==> src/rtl/dot_product_sequencer_pkg.sv <==
// Shared types and size helpers for the dot-product sequencer.
package dps_pkg;

    localparam int DEF_LANES    = 16;
    localparam int DEF_A_DEPTH  = 4096;
    localparam int DEF_B_DEPTH  = 64;
    localparam int DEF_PIPE_LAT = 2;
    localparam int DEF_CNT_W    = 16;

    // Wide enough for any practical row index; the top truncates to its own width.
    localparam int TAG_ROW_W = 16;

    typedef enum logic [1:0] {
        IDLE,
        FETCH,
        DRAIN,
        DONE
    } state_e;

    typedef struct packed {
        logic                 valid;
        logic                 first;
        logic                 last;
        logic [TAG_ROW_W-1:0] row;
    } tag_t;

    function automatic int bpr(input int b_depth, input int lanes);
        return b_depth / lanes;
    endfunction

    function automatic int nbeats(input int a_depth, input int lanes);
        return a_depth / lanes;
    endfunction

    function automatic int nrows(input int a_depth, input int b_depth);
        return a_depth / b_depth;
    endfunction

    function automatic int width_of(input int n);
        return (n > 1) ? $clog2(n) : 1;
    endfunction

    localparam int DEF_BPR    = bpr(DEF_B_DEPTH, DEF_LANES);
    localparam int DEF_NBEATS = nbeats(DEF_A_DEPTH, DEF_LANES);
    localparam int DEF_NROWS  = nrows(DEF_A_DEPTH, DEF_B_DEPTH);

endpackage

==> src/rtl/dot_product_sequencer_if.sv <==
// Start/status and ROM/accumulator control bundle; stall exists only with SEQ_STALL_EN.
interface dot_product_sequencer_if
    import dps_pkg::*;
#(
    parameter int A_DEPTH = DEF_A_DEPTH,
    parameter int B_DEPTH = DEF_B_DEPTH,
    parameter int CNT_W   = DEF_CNT_W
);
    localparam int AW = width_of(A_DEPTH);
    localparam int BW = width_of(B_DEPTH);
    localparam int RW = width_of(A_DEPTH / B_DEPTH);

    logic             start;
`ifdef SEQ_STALL_EN
    logic             stall;
`endif
    logic [AW-1:0]    romA_addr;
    logic [BW-1:0]    romB_addr;
    logic             acc_en;
    logic             acc_first;
    logic             row_valid;
    logic [RW-1:0]    row_idx;
    logic             busy;
    logic             done;
    logic [CNT_W-1:0] cycle_count;

    // master: the sequencer; slave: wrapper plus ROM/accumulator datapath
    modport master (
`ifdef SEQ_STALL_EN
        input  stall,
`endif
        input  start,
        output romA_addr, romB_addr, acc_en, acc_first,
        output row_valid, row_idx, busy, done, cycle_count
    );

    modport slave (
`ifdef SEQ_STALL_EN
        output stall,
`endif
        output start,
        input  romA_addr, romB_addr, acc_en, acc_first,
        input  row_valid, row_idx, busy, done, cycle_count
    );

endinterface

==> src/rtl/dps_valid_pipe.sv <==
// DEPTH-stage shift register carrying beat tags alongside the ROM/operand pipeline.
module dps_valid_pipe
    import dps_pkg::*;
#(
    parameter int DEPTH = DEF_PIPE_LAT
) (
    input  logic clock,
    input  logic reset_l,
    input  tag_t tag_i,
    output tag_t tag_o
);

    tag_t stage_q [DEPTH];

    always_ff @(posedge clock or negedge reset_l) begin
        if (!reset_l) begin
            // NOTE: every stage is reset, not just the head, so no stale valid escapes after reset.
            for (int i = 0; i < DEPTH; i++) stage_q[i] <= '0;
        end else begin
            stage_q[0] <= tag_i;
            for (int i = 1; i < DEPTH; i++) stage_q[i] <= stage_q[i-1];
        end
    end

    assign tag_o = stage_q[DEPTH-1];

endmodule

==> src/rtl/dot_product_sequencer.sv <==
// Sequences ROM addresses and accumulator controls for a 64x64 by 64 dot product.
// Optional SEQ_STALL_EN adds a stall input that freezes beat issue in FETCH.
module dot_product_sequencer
    import dps_pkg::*;
#(
    parameter int LANES    = DEF_LANES,
    parameter int A_DEPTH  = DEF_A_DEPTH,
    parameter int B_DEPTH  = DEF_B_DEPTH,
    parameter int PIPE_LAT = DEF_PIPE_LAT,
    parameter int CNT_W    = DEF_CNT_W
) (
    input logic                     clock,
    input logic                     reset_l,
    dot_product_sequencer_if.master bus
);

    localparam int BPR    = bpr(B_DEPTH, LANES);
    localparam int NBEATS = nbeats(A_DEPTH, LANES);
    localparam int NROWS  = nrows(A_DEPTH, B_DEPTH);
    localparam int AW     = width_of(A_DEPTH);
    localparam int BW     = width_of(B_DEPTH);
    localparam int RW     = width_of(NROWS);
    localparam int BEAT_W = width_of(NBEATS);
    localparam int COL_W  = width_of(BPR);
    localparam int DRN_W  = width_of(PIPE_LAT + 1);

    state_e           state_q, state_d;
    logic [BEAT_W-1:0] beat_q, beat_d;
    logic [COL_W-1:0]  col_q, col_d;
    logic [RW-1:0]     row_q, row_d;
    logic [DRN_W-1:0]  drain_q, drain_d;
    logic [AW-1:0]     a_addr_q, a_addr_d;
    logic [BW-1:0]     b_addr_q, b_addr_d;
    logic [CNT_W-1:0]  cnt_q, cnt_d;
    logic              busy_q, done_q, row_valid_q;
    logic [RW-1:0]     row_idx_q;
    logic              stall;
    tag_t              tag_in, tag_out;

`ifdef SEQ_STALL_EN
    assign stall = bus.stall;
`else
    assign stall = 1'b0;
`endif

    always_comb begin
        // NOTE: every variable gets a default before the case so no path infers a latch.
        state_d  = state_q;
        beat_d   = beat_q;
        col_d    = col_q;
        row_d    = row_q;
        drain_d  = drain_q;
        a_addr_d = a_addr_q;
        b_addr_d = b_addr_q;
        cnt_d    = cnt_q;
        tag_in   = '0;

        case (state_q)
            IDLE, DONE: begin
                if (bus.start) begin
                    state_d  = FETCH;
                    beat_d   = '0;
                    col_d    = '0;
                    row_d    = '0;
                    a_addr_d = '0;
                    b_addr_d = '0;
                    cnt_d    = '0;
                end
            end
            FETCH: begin
                cnt_d = (&cnt_q) ? cnt_q : cnt_q + 1'b1;
                if (!stall) begin
                    tag_in.valid = 1'b1;
                    tag_in.first = (col_q == '0);
                    tag_in.last  = (col_q == COL_W'(BPR - 1));
                    tag_in.row   = TAG_ROW_W'(row_q);
                    if (beat_q == BEAT_W'(NBEATS - 1)) begin
                        state_d  = DRAIN;
                        drain_d  = '0;
                        a_addr_d = '0;
                        b_addr_d = '0;
                    end else begin
                        beat_d = beat_q + 1'b1;
                        if (col_q == COL_W'(BPR - 1)) begin
                            col_d = '0;
                            row_d = row_q + 1'b1;
                        end else begin
                            col_d = col_q + 1'b1;
                        end
                        a_addr_d = AW'(int'(beat_d) * LANES);
                        b_addr_d = BW'(int'(col_d) * LANES);
                    end
                end
            end
            DRAIN: begin
                cnt_d = (&cnt_q) ? cnt_q : cnt_q + 1'b1;
                if (drain_q == DRN_W'(PIPE_LAT)) state_d = DONE;
                else                             drain_d = drain_q + 1'b1;
            end
            default: state_d = IDLE;
        endcase
    end

    dps_valid_pipe #(.DEPTH(PIPE_LAT)) u_pipe (
        .clock   (clock),
        .reset_l (reset_l),
        .tag_i   (tag_in),
        .tag_o   (tag_out)
    );

    always_ff @(posedge clock or negedge reset_l) begin
        if (!reset_l) begin
            state_q     <= IDLE;
            beat_q      <= '0;
            col_q       <= '0;
            row_q       <= '0;
            drain_q     <= '0;
            a_addr_q    <= '0;
            b_addr_q    <= '0;
            cnt_q       <= '0;
            busy_q      <= 1'b0;
            done_q      <= 1'b0;
            row_valid_q <= 1'b0;
            row_idx_q   <= '0;
        end else begin
            // NOTE: non-blocking assignments so every flop samples pre-edge values.
            state_q     <= state_d;
            beat_q      <= beat_d;
            col_q       <= col_d;
            row_q       <= row_d;
            drain_q     <= drain_d;
            a_addr_q    <= a_addr_d;
            b_addr_q    <= b_addr_d;
            cnt_q       <= cnt_d;
            busy_q      <= (state_d == FETCH) || (state_d == DRAIN);
            done_q      <= (state_d == DONE);
            row_valid_q <= tag_out.valid & tag_out.last;
            if (tag_out.valid & tag_out.last) row_idx_q <= RW'(tag_out.row);
        end
    end

    // Tag fields are only set on injected beats, so first needs no valid qualifier.
    assign bus.romA_addr   = a_addr_q;
    assign bus.romB_addr   = b_addr_q;
    assign bus.acc_en      = tag_out.valid;
    assign bus.acc_first   = tag_out.first;
    assign bus.row_valid   = row_valid_q;
    assign bus.row_idx     = row_idx_q;
    assign bus.busy        = busy_q;
    assign bus.done        = done_q;
    assign bus.cycle_count = cnt_q;

endmodule

==> src/flat_wrapper.sv <==
// flat-port wrapper written by rule: the top's interface ports become plain ports
module dot_product_sequencer_flat import dps_pkg::*;
#(
    parameter int LANES    = DEF_LANES,
    parameter int A_DEPTH  = DEF_A_DEPTH,
    parameter int B_DEPTH  = DEF_B_DEPTH,
    parameter int PIPE_LAT = DEF_PIPE_LAT,
    parameter int CNT_W    = DEF_CNT_W
)
  (clock, reset_l, bus_start, bus_romA_addr, bus_romB_addr, bus_acc_en, bus_acc_first, bus_row_valid, bus_row_idx, bus_busy, bus_done, bus_cycle_count);
  dot_product_sequencer_if #(.A_DEPTH(A_DEPTH), .B_DEPTH(B_DEPTH), .CNT_W(CNT_W)) bus_i ();
  input logic clock;
  input logic reset_l;
  input wire logic [$bits(bus_i.start)-1:0] bus_start;
  output wire logic [$bits(bus_i.romA_addr)-1:0] bus_romA_addr;
  output wire logic [$bits(bus_i.romB_addr)-1:0] bus_romB_addr;
  output wire logic [$bits(bus_i.acc_en)-1:0] bus_acc_en;
  output wire logic [$bits(bus_i.acc_first)-1:0] bus_acc_first;
  output wire logic [$bits(bus_i.row_valid)-1:0] bus_row_valid;
  output wire logic [$bits(bus_i.row_idx)-1:0] bus_row_idx;
  output wire logic [$bits(bus_i.busy)-1:0] bus_busy;
  output wire logic [$bits(bus_i.done)-1:0] bus_done;
  output wire logic [$bits(bus_i.cycle_count)-1:0] bus_cycle_count;
  assign bus_i.start = bus_start;
  assign bus_romA_addr = bus_i.romA_addr;
  assign bus_romB_addr = bus_i.romB_addr;
  assign bus_acc_en = bus_i.acc_en;
  assign bus_acc_first = bus_i.acc_first;
  assign bus_row_valid = bus_i.row_valid;
  assign bus_row_idx = bus_i.row_idx;
  assign bus_busy = bus_i.busy;
  assign bus_done = bus_i.done;
  assign bus_cycle_count = bus_i.cycle_count;
  dot_product_sequencer #(.LANES(LANES), .A_DEPTH(A_DEPTH), .B_DEPTH(B_DEPTH), .PIPE_LAT(PIPE_LAT), .CNT_W(CNT_W)) u_core (.clock(clock), .reset_l(reset_l), .bus(bus_i));
endmodule
==> config.mk <==
export PLATFORM = sky130hd
export DESIGN_NAME = dot_product_sequencer_flat
export DESIGN_NICKNAME = d
export VERILOG_FILES = /design/src/rtl/dot_product_sequencer_pkg.sv /design/src/rtl/dot_product_sequencer_if.sv /design/src/rtl/dps_valid_pipe.sv /design/src/rtl/dot_product_sequencer.sv /design/src/flat_wrapper.sv
export SDC_FILE = /design/constraint.sdc
export NUM_CORES = 1
export LEC_CHECK = 0
export BUFFER_PORTS_ARGS = -buffer_cell sky130_fd_sc_hd__buf_2
export CAP_MARGIN = 10
export CORE_MARGIN = 4
export CORE_UTILIZATION = 60
export CTS_CLUSTER_DIAMETER = 120
export CTS_CLUSTER_SIZE = 8
export DETAILED_ROUTE_END_ITERATION = 8
export GPL_ROUTABILITY_DRIVEN = 0
export PLACE_DENSITY_LB_ADDON = 0.1
export SYNTH_ARGS = -nofsm -noshare
export SYNTH_HDL_FRONTEND = slang
export SYNTH_SLANG_ARGS = --single-unit
export TNS_END_PERCENT = 1
==> constraint.sdc <==
create_clock -name clock -period 3.4 [get_ports clock]
set_input_delay 0.17 -clock clock [delete_from_list [all_inputs] [get_ports clock]]
set_output_delay 0.17 -clock clock [all_outputs]
set_load 0.05 [all_outputs]
# After elaboration in Yosys (flattened, before gate mapping)
# Index checks and enable logic that the tools add are counted.
[classes]
mux = 27
eq_ne = 15
addsub = 5
bitwise_logic = 1
reduce_logical = 13
[op_table]
columns = ["op", "count"]
rows = [
  ["two-way mux 16 bit", 2],
  ["case mux 16 bit (2 select lines)", 1],
  ["two-way mux 12 bit", 2],
  ["two-way mux 6 bit", 4],
  ["case mux 12 bit (2 select lines)", 1],
  ["case mux 6 bit (2 select lines)", 2],
  ["two-way mux 19 bit", 1],
  ["adder 16 x 1 -> 16 bit, second input constant", 1],
  ["two-way mux 2 bit", 8],
  ["two-way mux 8 bit", 2],
  ["case mux 8 bit (2 select lines)", 1],
  ["AND reduction 16 bit", 1],
  ["equality test 2 bit, second input constant", 6],
  ["adder 8 x 1 -> 8 bit, second input constant", 1],
  ["equality test 8 bit, second input constant", 1],
  ["!= test 2 bit, second input constant", 4],
  ["case mux 2 bit (2 select lines)", 2],
  ["adder 6 x 1 -> 6 bit, second input constant", 1],
  ["case mux 2 bit (3 select lines)", 1],
  ["AND reduction 3 bit", 2],
  ["adder 2 x 1 -> 2 bit, second input constant", 2],
  ["equality test 2 x 1 -> 1 bit, second input constant", 2],
  ["logical NOT 2 bit", 2],
  ["!= test 2 x 1 -> 1 bit, second input constant", 2],
  ["other kinds (6)", 9],
]
[word_totals]
register_bits = 81
in_bits = 3
wordCells = 81
output_inout_bits = 45

# Logic depth before layout (Yosys ltp)
[logic_depth]
word_depth = 5
ltp_mapped = 7
ltp_nobuf = 7

# Cells and area by module
# From an unflattened synthesis, not the netlist that was laid out.
[unflattened]
cells_unflattened = 347
area_unflattened_um2 = 4012.6
[modules_own_cells]
columns = ["mod", "cells_each", "instances", "seq_area_each_um2", "area_each_um2"]
rows = [
  ["dot_product_sequencer", 290, 1, 1376.3, 2919.0],
  ["dps_valid_pipe", 57, 1, 950.9, 1093.5],
]

# Least setup slack after synthesis
# No wires, ideal clock.
[synth_path]
path_type = "flip-flop to flip-flop"
from = "register u_core.cnt_q[0] (netlist: u_core.bus.cycle_count[0])"
to = "register u_core.cnt_q[12] (netlist: u_core.bus.cycle_count[12])"
slack_ns = 1.261
stages_incl_launch_ff = 6
path_buffers = 0
setup_ns = 0.082
required_ns = 3.318
synth_period_minus_slack_ns = 2.139
t_arrival_ns = 2.057
path_cell_list = "dfrtp_1 ha_1 nand4_1 or4_4 a21o_1 a31oi_1"
[synth_between]
elab_chain_len = 3
word_cells_on_any_way = 6
classes_between = "1 x add/sub; 1 x eq/ne; 2 x mux; 2 x reduce/logical"
[synth_rtl]
columns = ["element", "line", "rtl"]
rows = [
  ["start, declared", "dot_product_sequencer.sv:34", "logic [CNT_W-1:0] cnt_q, cnt_d;"],
  ["start signal, assigned", "dot_product_sequencer.sv:134", "cnt_q <= cnt_d;"],
  ["adder 16 x 1 -> 16 bit / AND reduction 16 bit (equally long branches)", "dot_product_sequencer.sv:71, dot_product_sequencer.sv:96", ""],
  ["two-way mux 16 bit / != test 2 bit (equally long branches)", "--", ""],
  ["case mux 16 bit (2 select lines) / AND reduction 2 bit (equally long branches)", "--", ""],
]
# Parallel ways exist; a longest one is shown, timed or not. The select of a mux whose other input is x is not followed.
# A chain may end at the register's enable or synchronous reset.

# Worst setup path after layout
[layout_path]
from = "register u_core.state_q[0]"
to = "register u_core.beat_q[5]"
[layout_between]
elab_chain_len = 4
word_cells_on_any_way = 9
classes_between = "4 x eq/ne; 1 x mux; 4 x reduce/logical"
[layout_rtl]
columns = ["element", "line", "rtl"]
rows = [
  ["start, declared", "dot_product_sequencer.sv:27", "state_e state_q, state_d;"],
  ["start signal, assigned", "dot_product_sequencer.sv:127", "state_q <= state_d;"],
  ["equality test 2 bit / logical NOT 2 bit (equally long branches)", "dot_product_sequencer.sv:58", "case (state_q)"],
  ["OR reduction 2 bit", "dot_product_sequencer.sv:58", ""],
  ["!= test 2 bit (no source line) / nonzero test 2 bit (equally long branches)", "--", ""],
  ["AND reduction 3 bit (no source line)", "--", ""],
  ["end signal, assigned", "dot_product_sequencer.sv:128", "beat_q <= beat_d;"],
  ["end, declared", "dot_product_sequencer.sv:28", "logic [BEAT_W-1:0] beat_q, beat_d;"],
]
# Parallel ways exist; a longest one is shown, timed or not.

==> run summary <==
The flow ran to the end, and the final reports show no timing, DRC or antenna violations. The top cell type by area accounts for 53.1% of the synthesized area. The number of buffers created by CTS is 9.

STA classifies the critical path endpoint as a register. The number of endpoints with negative hold slack in the final report is 0. The fraction of final layout cells with drive strength greater than 1 is 19.6%. The global routing stage identified its most utilized layer as met2. The largest buffer count on any clock path is 2. Across the VDD grid, the largest voltage drop is 0.272 mV.

The number of nets in the layout came out at 375. The global routing met1 resource utilization is 29.6%. The register area came out at 1830 um^2. Setup repair after global routing left no endpoint under its margin. The leakage power came out at 1.74 nW.

Counting instances in the post-synthesis netlist gives the leading cell types as sky130_fd_sc_hd__dfrtp_1 (73), sky130_fd_sc_hd__nand2_1 (28), sky130_fd_sc_hd__a21oi_1 (22), sky130_fd_sc_hd__o21ai_0 (22), sky130_fd_sc_hd__a31oi_1 (14). The highest attainable clock frequency is 396 MHz. The number of hold buffers added after CTS was 1.

The number of setup buffers added after CTS is 0. The post-detailed-route DRC marker count is 0. The worst-case setup margin in the final layout is 0.876 ns.

Once layout is complete, the cells apart from fillers number 439. The number of antenna violations at the first check in global routing was 0. The setup slack at placement is 1.04 ns. The total global-route track usage came out at 21.2%.

The clock tree synthesis step divided the H-tree into 3 levels. Dividing the detail-routed wire length by the instance count gives 15.2 um. In this run the count of I/O pins placed on the die edge is 48. The worst slew margin relative to its limit came out at 42.6%.

The detailed router finished its first iteration with 155 violations. The total length of routed wires came out at 6680 um. The HPWL reported at the end of detailed placement came out at 4670 um. Yosys attributes the largest share of cell area to sky130_fd_sc_hd__dfrtp_1 (53%), sky130_fd_sc_hd__ha_1 (3.6%), sky130_fd_sc_hd__a21oi_1 (3.2%). The maximum number of pins on one net before global-route repair is 31.

The placed cell count is 422. The share of flip-flops with an asynchronous set or reset came out at 100%. The number of antenna cells inserted is 0. For this run the aggregate overflow at the end of global routing stands at 0. The total of buffers placed on input and output ports came out at 39. The detailed-route vias per instance came out at 5.87. The fill cell total of the finished layout came out at 433.

The sequential-to-total area share from yosys stat is 53.1%. The final critical delay including setup and external delays is 2.52 ns. The area of the mapped netlist is 3440 um^2.

Synthesis handed over a netlist of 324 instances. The total number of clock tree sinks is 73. The post-CTS resize count came out at 0. The synthesis-stage register bit count came out at 73. The number of warnings printed during yosys synthesis is 0.

The slew at the pin with the worst max-slew slack came out at 0.860 ns. The via count of the first global-routing pass came out at 2519. The kind of launch point of the worst setup path is a register.

The setup path with the least slack is of type reg2reg. The global-route met3 utilization came out at 5.13%. The detail route stage leaves a number of antenna-violating nets equal to 0. The post-layout total power came out at 1.61 mW.

Once the floorplan was initialized, standard cells occupied 62.0% of the core. The routing usage on met2 is 32.0%. The clock latency at the later pin of the worst-skew pair came out at 0.35 ns. The die covers 7000 um^2. The first global-routing pass estimated 12000 um of wire.

In this run the core area contains 27 standard-cell rows. The clock slew seen by the registers of the worst setup and hold paths came out at 0.08 ns. The final sum of negative setup slack is 0 ns. At the worst endpoint, the required time is 3.66 ns. Setup violations remaining at the end of the flow were counted as 0. Compared with the post-synthesis result, the final layout area differs by 12.6%. The horizontal die dimension came out at 83.7 um. The type of the most critical hold path is in2reg. The mean instance size in the synthesized netlist is 10.6 um^2.

The number of distinct library cells after synthesis is 50. The count of max-cap constraint violations came out at 0. The final clock period utilization by the worst path is 74.2%. The power density over cell area is 417 nW/um^2.

sky130_fd_sc_hd__dfrtp_1 takes more of the synthesized area than any other cell. The total via count in the routed design came out at 2577. For the final database, setup skew stands at 0.0120 ns.

The final number of max-transition violations is 0. The iteration count of the initial detailed-routing pass is 4. In this run the vertical extent of the chip is 83.7 um. The CTS root buffer is sky130_fd_sc_hd__clkbuf_8. The total area of multi-input combinational cells is 1460 um^2.

TritonCTS built the clock tree. The count of flip-flops with a built-in enable after synthesis is 0. The most used flip-flop cell after synthesis is sky130_fd_sc_hd__dfrtp_1.

The worst path arrival time came out at 2.79 ns. The peak fanout along the critical path came out at 14. The most common cell in the netlist is sky130_fd_sc_hd__dfrtp_1. The core region is 5540 um^2.
report_power, final:
part / internal, mW / total [mW] / switching [mW] / leakage [nW]
clock network: 0.368 / 0.705 / 0.337 / 0.107
registers: 0.867 / 0.867 / 0 / 0.869
logic: 0.00333 / 0.0417 / 0.0384 / 0.768
final timing paths:
check / from / endpoint / slack, ns / cells past startpoint
max: u_core.state_q[0] / u_core.beat_q[5] / 0.88 / 6
min: bus_start / u_core.bus.cycle_count[11] / 0.19 / 4
max reg2reg: u_core.state_q[0] / u_core.beat_q[5] / 0.88 / 6
min reg2reg: u_core.u_pipe.stage_q[37] / u_core.u_pipe.tag_o[18] / 0.35 / 0
max in group asynchronous: reset_l / u_core.state_q[0] / 2.30 / 3
min in group asynchronous: reset_l / u_core.row_q[0] / 0.33 / 2
cells in the final DEF (no fill, tap or decap), types with 2 or more instances in the layout:
cell	instances
sky130_fd_sc_hd__xor2_1	4
sky130_fd_sc_hd__clkbuf_8	10
sky130_fd_sc_hd__a21oi_1	22
sky130_fd_sc_hd__and3_1	3
sky130_fd_sc_hd__o21bai_1	4
sky130_fd_sc_hd__o21ai_0	22
sky130_fd_sc_hd__a211oi_1	4
sky130_fd_sc_hd__buf_4	3
sky130_fd_sc_hd__nor3_1	6
sky130_fd_sc_hd__nand3b_1	2
sky130_fd_sc_hd__and4_1	3
sky130_fd_sc_hd__a21o_1	3
sky130_fd_sc_hd__or4_1	2
sky130_fd_sc_hd__dfrtp_1	73
sky130_fd_sc_hd__conb_1	8
sky130_fd_sc_hd__nor4_1	5
sky130_fd_sc_hd__mux2i_1	5
sky130_fd_sc_hd__ha_1	10
sky130_fd_sc_hd__nor2_1	9
sky130_fd_sc_hd__clkinv_4	3
sky130_fd_sc_hd__mux2_2	6
sky130_fd_sc_hd__a41oi_1	2
sky130_fd_sc_hd__nand4_1	7
sky130_fd_sc_hd__o211ai_1	4
sky130_fd_sc_hd__and2_1	6
sky130_fd_sc_hd__inv_1	13
sky130_fd_sc_hd__nand3_1	13
sky130_fd_sc_hd__xnor2_1	3
sky130_fd_sc_hd__inv_6	2
sky130_fd_sc_hd__nand2_1	28
sky130_fd_sc_hd__nor4_4	2
sky130_fd_sc_hd__o22ai_1	2
sky130_fd_sc_hd__a221o_1	2
sky130_fd_sc_hd__a31oi_1	14
sky130_fd_sc_hd__a22o_1	5
sky130_fd_sc_hd__buf_2	39
per-stage QoR:
stage / area (um^2) / util, % / hold slack, ns
floorplan: 3460 / - / -0.126
global placement: 3650 / 65.9 / 0.158
detailed placement: 3650 / 65.9 / 0.166
CTS: 3870 / 69.9 / 0.168
global route: 3870 / 69.9 / 0.248
finish: 3870 / 69.9 / 0.189
state kept, by name, summed over array words and instances, names as in the netlist:
name,cells
u_core.beat_q,8
u_core.bus.busy,1
u_core.bus.cycle_count,16
u_core.bus.done,1
u_core.bus.romA_addr,8
u_core.bus.romB_addr,2
u_core.bus.row_idx,6
u_core.bus.row_valid,1
u_core.col_q,2
u_core.drain_q,2
u_core.row_q,6
u_core.state_q,2
u_core.u_pipe.stage_q,9
u_core.u_pipe.tag_o,9
cells by family (layout without fill, tap and decap cells):
kind of cell / Yosys count / in the layout / synth area share (%)
multiplexers: 11 / 11 / 3.42
flip-flops: 73 / 73 / 53.1
AO/OA/AOI/OAI: 92 / 92 / 17.4
other: 1 / 8 / 0.109
XOR/XNOR: 7 / 7 / 1.78
AND/OR/NAND/NOR: 92 / 92 / 15.3
buffers and inverters: 38 / 74 / 5.21
adder cells (fa/ha/maj): 10 / 10 / 3.64
worst max-delay path: stages (launching register included):
cell	delay, ns
sky130_fd_sc_hd__dfrtp_1	0.38
sky130_fd_sc_hd__inv_1	0.08
sky130_fd_sc_hd__ha_1	0.48
sky130_fd_sc_hd__nor2b_1	0.29
sky130_fd_sc_hd__a211oi_2	0.70
sky130_fd_sc_hd__o21ai_0	0.26
sky130_fd_sc_hd__a31oi_1	0.26
routing by layer:
| layer | part of all wire (%) | routed length [um] |
|---|---|---|
| met1 | 47 | 3130 |
| met2 | 46 | 3070 |
| met3 | 5.8 | 385 |
| met4 | 1.5 | 100 |
| met5 | 0 | 0 |
cell type report:
class	count	share of cell area, %
Tap cell	72	2.33
Clock buffer	10	3.56
Sequential cell	73	47.2
Inverter	15	1.45
Clock inverter	6	1.91
Multi-Input combinational cell	220	37.7
Timing Repair Buffer	43	5.88
(Power assumes the default switching activity.)
